<file path="config.mk">
export PLATFORM = sky130hd
export DESIGN_NAME = imm_extend_queue_flat
export DESIGN_NICKNAME = d
export VERILOG_FILES = /design/src/rtl/imm_extend_queue_if.sv /design/src/rtl/imm_extend_queue.sv /design/src/flat_wrapper.sv
export SDC_FILE = /design/constraint.sdc
export NUM_CORES = 1
export LEC_CHECK = 0
export BUFFER_PORTS_ARGS = -buffer_cell sky130_fd_sc_hd__buf_2
export CAP_MARGIN = 20
export CORE_MARGIN = 2
export CORE_UTILIZATION = 35
export CTS_BUF_LIST = sky130_fd_sc_hd__clkbuf_4 sky130_fd_sc_hd__clkbuf_8
export CTS_CLUSTER_SIZE = 12
export DETAILED_ROUTE_END_ITERATION = 8
export GPL_ROUTABILITY_DRIVEN = 0
export REMOVE_ABC_BUFFERS = 1
export SLEW_MARGIN = 0
export SYNTH_ARGS = -nofsm -noshare
export SYNTH_HDL_FRONTEND = slang
export SYNTH_SLANG_ARGS = --single-unit
</file>
<file path="constraint.sdc">
create_clock -name clk -period 2.5 [get_ports clk]
set_input_delay 0.125 -clock clk [delete_from_list [all_inputs] [get_ports clk]]
set_output_delay 0.125 -clock clk [all_outputs]
set_load 0.05 [all_outputs]
</file>
<file path="src/rtl/imm_extend_queue_if.sv">
// Handshake bundle between instruction decode (producer) and the ALU-B mux
// side (consumer) of the immediate-extension queue.
//
// Handshake rules (both sides):
//   A transfer happens on a rising clk edge where valid && ready are both 1.
//   A producer holding valid=1 keeps its payload stable until the transfer.
//   The queue never makes in_ready depend on out_ready in the same cycle, and
//   out_data/out_mode stay stable while out_valid && !out_ready.
//   flush is a synchronous clear that overrides both sides for one cycle.
interface imm_extend_queue_if #(
  parameter int IN_W  = 16,
  parameter int OUT_W = 32,
  parameter int CNT_W = 4
);
  logic              flush;
  logic              in_valid;
  logic              in_ready;
  logic [IN_W-1:0]   in_imm;
  logic [1:0]        in_mode;
  logic              out_valid;
  logic              out_ready;
  logic [OUT_W-1:0]  out_data;
  logic [1:0]        out_mode;
  logic [CNT_W-1:0]  count;

  // Environment side: drives immediates, flush and consumer ready.
  modport master (
    output flush,
    output in_valid,
    output in_imm,
    output in_mode,
    output out_ready,
    input  in_ready,
    input  out_valid,
    input  out_data,
    input  out_mode,
    input  count
  );

  // Queue side.
  modport slave (
    input  flush,
    input  in_valid,
    input  in_imm,
    input  in_mode,
    input  out_ready,
    output in_ready,
    output out_valid,
    output out_data,
    output out_mode,
    output count
  );
endinterface

</file>
<file path="src/rtl/imm_extend_queue.sv">
// Immediate-extension unit with a small registered FIFO on its output.
// The immediate is extended combinationally according to in_mode and the
// result is written into the queue on a push; the head entry drives
// out_data/out_mode directly from storage. The only state is the storage
// array, the read/write pointers, the occupancy count and a one-bit flag
// that keeps in_ready low until the first clock after reset release.
module imm_extend_queue #(
  parameter int IN_W  = 16,
  parameter int OUT_W = 32,
  parameter int DEPTH = 2,
  parameter int CNT_W = 4
) (
  input  logic                 clk,
  input  logic                 rst_n,
  imm_extend_queue_if.slave    q
);

  // A single-entry queue still needs a one-bit pointer to keep types legal.
  localparam int PTR_W = (DEPTH > 1) ? $clog2(DEPTH) : 1;

  localparam logic [1:0] MODE_SEXT  = 2'b00;
  localparam logic [1:0] MODE_ZEXT  = 2'b01;
  localparam logic [1:0] MODE_BRSH  = 2'b10;
  localparam logic [1:0] MODE_UPPER = 2'b11;

  // Storage and bookkeeping registers.
  logic [OUT_W-1:0] data_q [DEPTH];
  logic [1:0]       mode_q [DEPTH];
  logic [PTR_W-1:0] wr_ptr_q, wr_ptr_d;
  logic [PTR_W-1:0] rd_ptr_q, rd_ptr_d;
  logic [CNT_W-1:0] count_q,  count_d;
  logic             ready_en_q;

  // Combinational helpers.
  logic [OUT_W-1:0] sext_w;
  logic [OUT_W-1:0] ext_w;
  logic             in_ready_w;
  logic             push_w;
  logic             pop_w;
  logic             not_full_w;

  // Pointers wrap explicitly so non-power-of-two depths work.
  function automatic logic [PTR_W-1:0] ptr_inc(input logic [PTR_W-1:0] p);
    if (p == PTR_W'(DEPTH - 1)) begin
      return '0;
    end
    return p + PTR_W'(1);
  endfunction

  // Extend the incoming immediate according to the requested mode.
  always_comb begin
    sext_w = {{(OUT_W-IN_W){q.in_imm[IN_W-1]}}, q.in_imm};
    ext_w  = sext_w;
    case (q.in_mode)
      MODE_SEXT:  ext_w = sext_w;
      MODE_ZEXT:  ext_w = {{(OUT_W-IN_W){1'b0}}, q.in_imm};
      MODE_BRSH:  ext_w = {sext_w[OUT_W-3:0], 2'b00};
      MODE_UPPER: ext_w = {q.in_imm, {(OUT_W-IN_W){1'b0}}};
      default:    ext_w = sext_w;
    endcase
  end

  // in_ready uses only the registered count, never out_ready, so a full
  // queue refuses a push even if the head is popped in the same cycle.
  assign not_full_w = (count_q < CNT_W'(DEPTH));
  assign in_ready_w = ready_en_q && !q.flush && not_full_w;
  assign push_w     = q.in_valid && in_ready_w;
  assign pop_w      = (count_q != '0) && q.out_ready;

  // Next-state for pointers and occupancy; flush wins over push/pop.
  always_comb begin
    wr_ptr_d = wr_ptr_q;
    rd_ptr_d = rd_ptr_q;
    count_d  = count_q;
    if (q.flush) begin
      wr_ptr_d = '0;
      rd_ptr_d = '0;
      count_d  = '0;
    end else begin
      if (push_w) begin
        wr_ptr_d = ptr_inc(wr_ptr_q);
      end
      if (pop_w) begin
        rd_ptr_d = ptr_inc(rd_ptr_q);
      end
      case ({push_w, pop_w})
        2'b10:   count_d = count_q + CNT_W'(1);
        2'b01:   count_d = count_q - CNT_W'(1);
        default: count_d = count_q;
      endcase
    end
  end

  // Register pointers, count and the post-reset ready enable.
  always_ff @(posedge clk or negedge rst_n) begin
    if (!rst_n) begin
      wr_ptr_q   <= '0;
      rd_ptr_q   <= '0;
      count_q    <= '0;
      ready_en_q <= 1'b0;
    end else begin
      wr_ptr_q   <= wr_ptr_d;
      rd_ptr_q   <= rd_ptr_d;
      count_q    <= count_d;
      ready_en_q <= 1'b1;
    end
  end

  // Write the extended operand and its mode into the slot at the write pointer.
  always_ff @(posedge clk or negedge rst_n) begin
    if (!rst_n) begin
      for (int i = 0; i < DEPTH; i++) begin
        data_q[i] <= '0;
        mode_q[i] <= '0;
      end
    end else if (push_w) begin
      data_q[wr_ptr_q] <= ext_w;
      mode_q[wr_ptr_q] <= q.in_mode;
    end
  end

  // The head slot drives the outputs; when empty it shows the stale last value.
  assign q.out_data  = data_q[rd_ptr_q];
  assign q.out_mode  = mode_q[rd_ptr_q];
  assign q.out_valid = (count_q != '0);
  assign q.in_ready  = in_ready_w;
  assign q.count     = count_q;

endmodule

</file>
<file path="src/flat_wrapper.sv">
// flat-port wrapper written by rule: the top's interface ports become plain ports
module imm_extend_queue_flat 
#(
  parameter int IN_W  = 16,
  parameter int OUT_W = 32,
  parameter int DEPTH = 2,
  parameter int CNT_W = 4
)
  (clk, rst_n, q_flush, q_in_valid, q_in_imm, q_in_mode, q_out_ready, q_in_ready, q_out_valid, q_out_data, q_out_mode, q_count);
  imm_extend_queue_if #(.IN_W(IN_W), .OUT_W(OUT_W), .CNT_W(CNT_W)) q_i ();
  input  logic clk;
  input  logic rst_n;
  input wire logic [$bits(q_i.flush)-1:0] q_flush;
  input wire logic [$bits(q_i.in_valid)-1:0] q_in_valid;
  input wire logic [$bits(q_i.in_imm)-1:0] q_in_imm;
  input wire logic [$bits(q_i.in_mode)-1:0] q_in_mode;
  input wire logic [$bits(q_i.out_ready)-1:0] q_out_ready;
  output wire logic [$bits(q_i.in_ready)-1:0] q_in_ready;
  output wire logic [$bits(q_i.out_valid)-1:0] q_out_valid;
  output wire logic [$bits(q_i.out_data)-1:0] q_out_data;
  output wire logic [$bits(q_i.out_mode)-1:0] q_out_mode;
  output wire logic [$bits(q_i.count)-1:0] q_count;
  assign q_i.flush = q_flush;
  assign q_i.in_valid = q_in_valid;
  assign q_i.in_imm = q_in_imm;
  assign q_i.in_mode = q_in_mode;
  assign q_i.out_ready = q_out_ready;
  assign q_in_ready = q_i.in_ready;
  assign q_out_valid = q_i.out_valid;
  assign q_out_data = q_i.out_data;
  assign q_out_mode = q_i.out_mode;
  assign q_count = q_i.count;
  imm_extend_queue #(.IN_W(IN_W), .OUT_W(OUT_W), .DEPTH(DEPTH), .CNT_W(CNT_W)) u_core (.clk(clk), .rst_n(rst_n), .q(q_i));
endmodule
</file>
== Word-level counts from Yosys, hierarchy flattened ==
Cells that the tools add are included.

* Div/mod/pow operators: 0
* Bitwise logic cells: 2
* Magnitude comparators: 4
* Eq/ne operators: 5
* $add $sub $neg: 4
* Shifts and indexed selects: 0
* Multipliers: 0
* Muxes and demuxes: 29
* Reduce and logical (&&, ||, !) cells: 11

{| class="wikitable"
|+ Operator list
! operator !! count
|-
| 32-bit two-way mux || 4
|-
| 32-bit one-hot mux with 4 select lines || 1
|-
| 64-bit bitwise mux || 1
|-
| 32-bit demux with 1-bit select || 1
|-
| 1-bit two-way mux || 14
|-
| 2-bit two-way mux || 4
|-
| 4-bit one-hot mux with 2 select lines || 1
|-
| 2-bit == test (second input constant) || 3
|-
| 1-bit logical AND || 5
|-
| 4-bit by 1-bit adder with 4-bit output (second input constant) || 1
|-
| 4-bit bitwise mux || 1
|-
| 2-bit by 1-bit == test with 1-bit output (second input constant) || 2
|-
| 2-bit greater-or-equal comparator (second input constant) || 2
|-
| 4-bit by 2-bit less-than comparator with 1-bit output (second input constant) || 1
|-
| 4-bit two-way mux || 1
|-
| 1-bit NOT with 2-bit output || 2
|-
| 2-bit nonzero test || 2
|-
| 4-bit nonzero test || 1
|-
| 4-bit by 1-bit subtractor with 4-bit output (second input constant) || 1
|-
| 3-bit nonzero test || 1
|-
| 1-bit adder (second input constant) || 2
|-
| 2-bit demux with 1-bit select || 1
|-
| 2-bit logical NOT || 1
|-
| 2-bit by 1-bit less-than comparator with 1-bit output (second input constant) || 1
|-
| 1-bit logical NOT || 1
|}

* Word-level logic and storage cells: 63
* Memories: 0
* Latch bits: 0
* Flip-flop bits (word level): 75
* Bits of input ports: 23
* ROM bits: 0
* Memory bits (writable): 0
* Output and inout bits: 40

== Longest topological paths before layout ==
* Depth after elaboration: 9
* Depth in mapped cells: 9

== Least setup slack after synthesis ==
Ideal clock, no wire load.

* Path kind: reg-to-reg
* From: reg u_core.count_q[1], in the netlist u_core.q.count[1]
* To: reg u_core.count_q[3], in the netlist u_core.q.count[3]
* Arrival: 2.490 ns
* Path buffers: 1
* Clock period less this slack: 2.615 ns
* Cell stages (with the launch flop): 9
* Setup slack: -0.115 ns
* Data required time: 2.375 ns
* Cells stage by stage: dfrtp_1 buf_6 or3_4 o21ai_1 inv_1 ha_1 o21a_1 o32a_1 mux2_2

* Word-level cells in the longest chain between the ends: 6
* Elaborated cells on any way between the ends: 12
* Those cells by class: 2 x add/sub; 1 x order compare; 2 x eq/ne; 2 x mux; 5 x reduce/logical

{| class="wikitable"
|+ RTL lines
! item !! RTL line !! text
|-
| start, declared || imm_extend_queue.sv:31 || <nowiki>logic [CNT_W-1:0] count_q, count_d;</nowiki>
|-
| start signal, assigned || imm_extend_queue.sv:104 || <nowiki>count_q <= count_d;</nowiki>
|-
| 4-bit by 2-bit less-than comparator with 1-bit output || imm_extend_queue.sv:65 || <nowiki>assign not_full_w = (count_q < CNT_W'(DEPTH));</nowiki>
|-
| 1-bit logical AND || imm_extend_queue.sv:66 || <nowiki>assign in_ready_w = ready_en_q && !q.flush && not_full_w;</nowiki>
|-
| 1-bit logical AND || imm_extend_queue.sv:67 || <nowiki>assign push_w = q.in_valid && in_ready_w;</nowiki>
|-
| 2-bit by 1-bit == test with 1-bit output / 2-bit == test (equally long branches) || imm_extend_queue.sv:86 || <nowiki>case ({push_w, pop_w})</nowiki>
|-
| 4-bit one-hot mux with 2 select lines || imm_extend_queue.sv:86 ||
|-
| 4-bit two-way mux || imm_extend_queue.sv:75 || <nowiki>if (q.flush) begin</nowiki>
|}

Parallel ways exist; a longest one is shown, timed or not.
A chain may end at the register's enable or synchronous reset.

== Worst setup path in the final report ==
* From: reg u_core.count_q[3], in the netlist u_core.q.count[3]
* To: reg u_core.count_q[3], in the netlist u_core.q.count[3]

Same word-level chain as after synthesis.

==> impl_metrics.py <==
metrics = {
    "power": {
        "power_leakage_nw": 2.02,
        "ir_drop_mv": 1.25,
        "power_density_nw_per_um2": 1350,
        "p_total_mw": 5.73,
    },
    "cells_and_area": {
        "fin_util": 0.418,
        "areaGrowthSynthToFinish_pct": 17.7,
        "drive_gt1_frac": 0.329,
        "nets": 442,
        "final_area_sq_um": 4250,
        "diodes": 0,
    },
    "floorplan": {
        "die_w_um": 106,
        "dieArea_sq_um": 11200,
        "initial_utilization": 0.355,
        "core_area_sq_um": 10200,
        "rows": 37,
        "die_y_um": 106,
        "num_io_pins": 63,
    },
    "synth": {
        "ys_types": 34,
        "ys.flop_type": "dfrtp_1",
        "post-synth-top-count-cell": "dfrtp_1",
        "syn_avg_cell_area_sq_um": 10.0,
        "synth_largest_area_cell": "dfrtp_1",
        "yosysTopAreaCellShare": 0.519,
        "syn-cell-area_sq_um": 3610,
        "syn-instance-count": 360,
        "synth_commonest_cells": "dfrtp_1, nand2_1, mux2_2",
        "synth_seq_cells": 75,
        "synthArstFlopShare": 1.00,
        "synth_area_leaders": "dfrtp_1, mux2_2, nand2_1",
        "synth_enable_flop_cells": 0,
        "yosysSeqAreaShare": 0.519,
        "yosysWarningCount": 0,
    },
    "place": {
        "pre_cts_ws_ns": 0.215,
        "portBuffers": 62,
        "place_area_sq_um": 4030,
        "dpl.hpwl_mm": 5.36,
    },
    "grt": {
        "grt_max_degree": 76,
        "antenna_found_initial": 0,
        "grt_pass1_wl_mm": 14.1,
        "grt_pass1_vias": 2684,
        "grt_overflow_total": 0,
        "grt_use_total": 0.160,
    },
    "timing": {
        "min_period_ns": 2.31,
        "setup_viol": 0,
        "skew_ns": 0.00626,
        "setup_tns_ns": 0,
        "slew_violations": 0,
        "max_slew_margin": 0.364,
        "period_share": 0.925,
        "tightest_slew_ns": 0.954,
        "rsz0062_at_grt": "no",
        "fmax_mhz": 432,
        "fin_ws_ns": 0.188,
        "hold_viol": 0,
    },
    "worst_hold_path": {
        "hold_class": "in -> reg",
    },
    "cts": {
        "cts_buffer_depth": 2,
        "cts.clk_slew.worst_paths_ns": 0.08,
        "cts_buffers": 9,
        "cts-resized-gates": 0,
        "h-tree-depth": 3,
        "tritoncts": "done",
        "insertion_delay_ns": 0.34,
        "root_buffer": "clkbuf_8",
        "clock-sinks": 75,
        "postCtsSetupRepairBufs": 0,
    },
    "run_status": {
        "status": "completed",
    },
    "route": {
        "drt-total-wl_mm": 8.40,
        "wire_per_inst_um": 15.1,
        "drt_iter0_markers": 108,
        "firstDrtPassIters": 4,
        "drcViolationCount": 0,
        "avgViaCountPerCell": 4.86,
        "dr_total_vias": 2712,
        "ant_nets": 0,
    },
    "critical_path": {
        "worstSetupPathType": "reg -> reg",
        "critPathMaxFanout": 7,
        "critPathCaptureType": "register",
        "cp_data_required_time_ns": 2.73,
        "critPathLaunchType": "register",
        "cp.arrival_ns": 2.55,
    },
    "job": {
        "cap_violations": 0,
    },
}
-- per-layer routing --
| layer | wire, um | share of wire | GRT usage | vias up |
|---|---|---|---|---|
| met2 | 3820 | 0.45 | 0.244 | 65 |
| met1 | 4060 | 0.48 | 0.227 | 1285 |
| met4 | 59 | 0.0070 | 0.0348 | 0 |
| li1 | - | - | - | 1355 |
| met3 | 467 | 0.056 | 0.0458 | 7 |
| met5 | 0 | 0 | 0 | - |
-- where the power goes --
| group | switching, mW | internal (mW) | total, mW |
|---|---|---|---|
| Clock | 0.441 | 0.581 | 1.02 |
| Combinational | 1.90 | 0.863 | 2.77 |
| Sequential | 0.277 | 1.67 | 1.95 |
| Total | 2.62 | 3.11 | 5.73 |
-- cell type report --
type / count / area, sq um
Timing Repair Buffer: 71 / 395
Fill cell: 1035 / 5930
Clock inverter: 5 / 77.6
Clock buffer: 11 / 139
Multi-Input combinational cell: 258 / 1590
Inverter: 2 / 7.51
Tap cell: 136 / 170
Sequential cell: 75 / 1880
-- kinds of logic after synthesis --
| group | Yosys count | share of synthesized area |
|---|---|---|
| buf+inv | 27 | 0.0429 |
| flops | 75 | 0.519 |
| simple gates | 107 | 0.135 |
| other cells | 1 | 0.00104 |
| xor+xnor | 3 | 0.00727 |
| mux | 40 | 0.125 |
| compound gates | 105 | 0.163 |
| fa+ha+maj | 2 | 0.00692 |
-- path summary, 6_finish.rpt --
check | start | end | slack [ns] | cells after the start
hold / removal | q_flush | u_core.rd_ptr_q$_DFFE_PN0P_ | 0.05 | 2
max in group asynchronous | rst_n | u_core.data_q[13]$_DFFE_PN0P_ | 1.42 | 2
min in group asynchronous | rst_n | u_core.q.count[3]$_DFFE_PN0P_ | 0.46 | 2
hold reg to reg | u_core.data_q[18]$_DFFE_PN0P_ | u_core.data_q[18]$_DFFE_PN0P_ | 0.48 | 2
setup / recovery | u_core.q.count[3]$_DFFE_PN0P_ | u_core.q.count[3]$_DFFE_PN0P_ | 0.19 | 7
setup reg to reg | u_core.q.count[3]$_DFFE_PN0P_ | u_core.q.count[3]$_DFFE_PN0P_ | 0.19 | 7
-- through the flow --
stage,std cells,hold slack (ns)
2_1_floorplan,335,-0.171
3_3_place_gp,541,0.315
3_5_place_dp,541,0.338
4_1_cts,558,0.0376
5_1_grt,558,0.0481
6_report,558,0.0494
-- layout by cell type (no fill, tap or decap), drive strengths merged, types with 2 or more instances in the layout --
| cell type | netlist | routed |
|---|---|---|
| inv | 2 | 2 |
| dfrtp | 75 | 75 |
| nor2b | 19 | 19 |
| nand3 | 3 | 3 |
| ha | 2 | 2 |
| a31oi | 2 | 2 |
| nor2 | 3 | 3 |
| buf | 11 | 70 |
| clkbuf | 14 | 11 |
| or3 | 2 | 2 |
| o21ai | 65 | 65 |
| bufinv | 0 | 2 |
| nor3 | 5 | 5 |
| nand2 | 70 | 70 |
| xnor2 | 3 | 3 |
| a21oi | 32 | 32 |
| mux2 | 40 | 40 |
| clkinv | 0 | 2 |
-- state kept, by name, summed over array words and instances, names as in the netlist --
| name | flops |
|---|---|
| u_core.wr_ptr_q | 1 |
| u_core.q.count | 4 |
| u_core.ready_en_q | 1 |
| u_core.data_q | 64 |
| u_core.rd_ptr_q | 1 |
| u_core.mode_q | 4 |
-- worst max-delay path: stages (launching register included) --
cell and delay (ns):
dfrtp_1 0.46, o41a_1 0.51, o21ai_1 0.13, inv_1 0.11
ha_1 0.32, a31oi_1 0.17, o32a_1 0.17, mux2_2 0.32
-- repair_timing --
item / 4_1_cts / 5_1_grt
endpoints found under the setup margin: 0 / 0
hold endpoints to repair: 75 / 0
hold buffers: 1 / 0
Power figures use the tool's default switching activity.
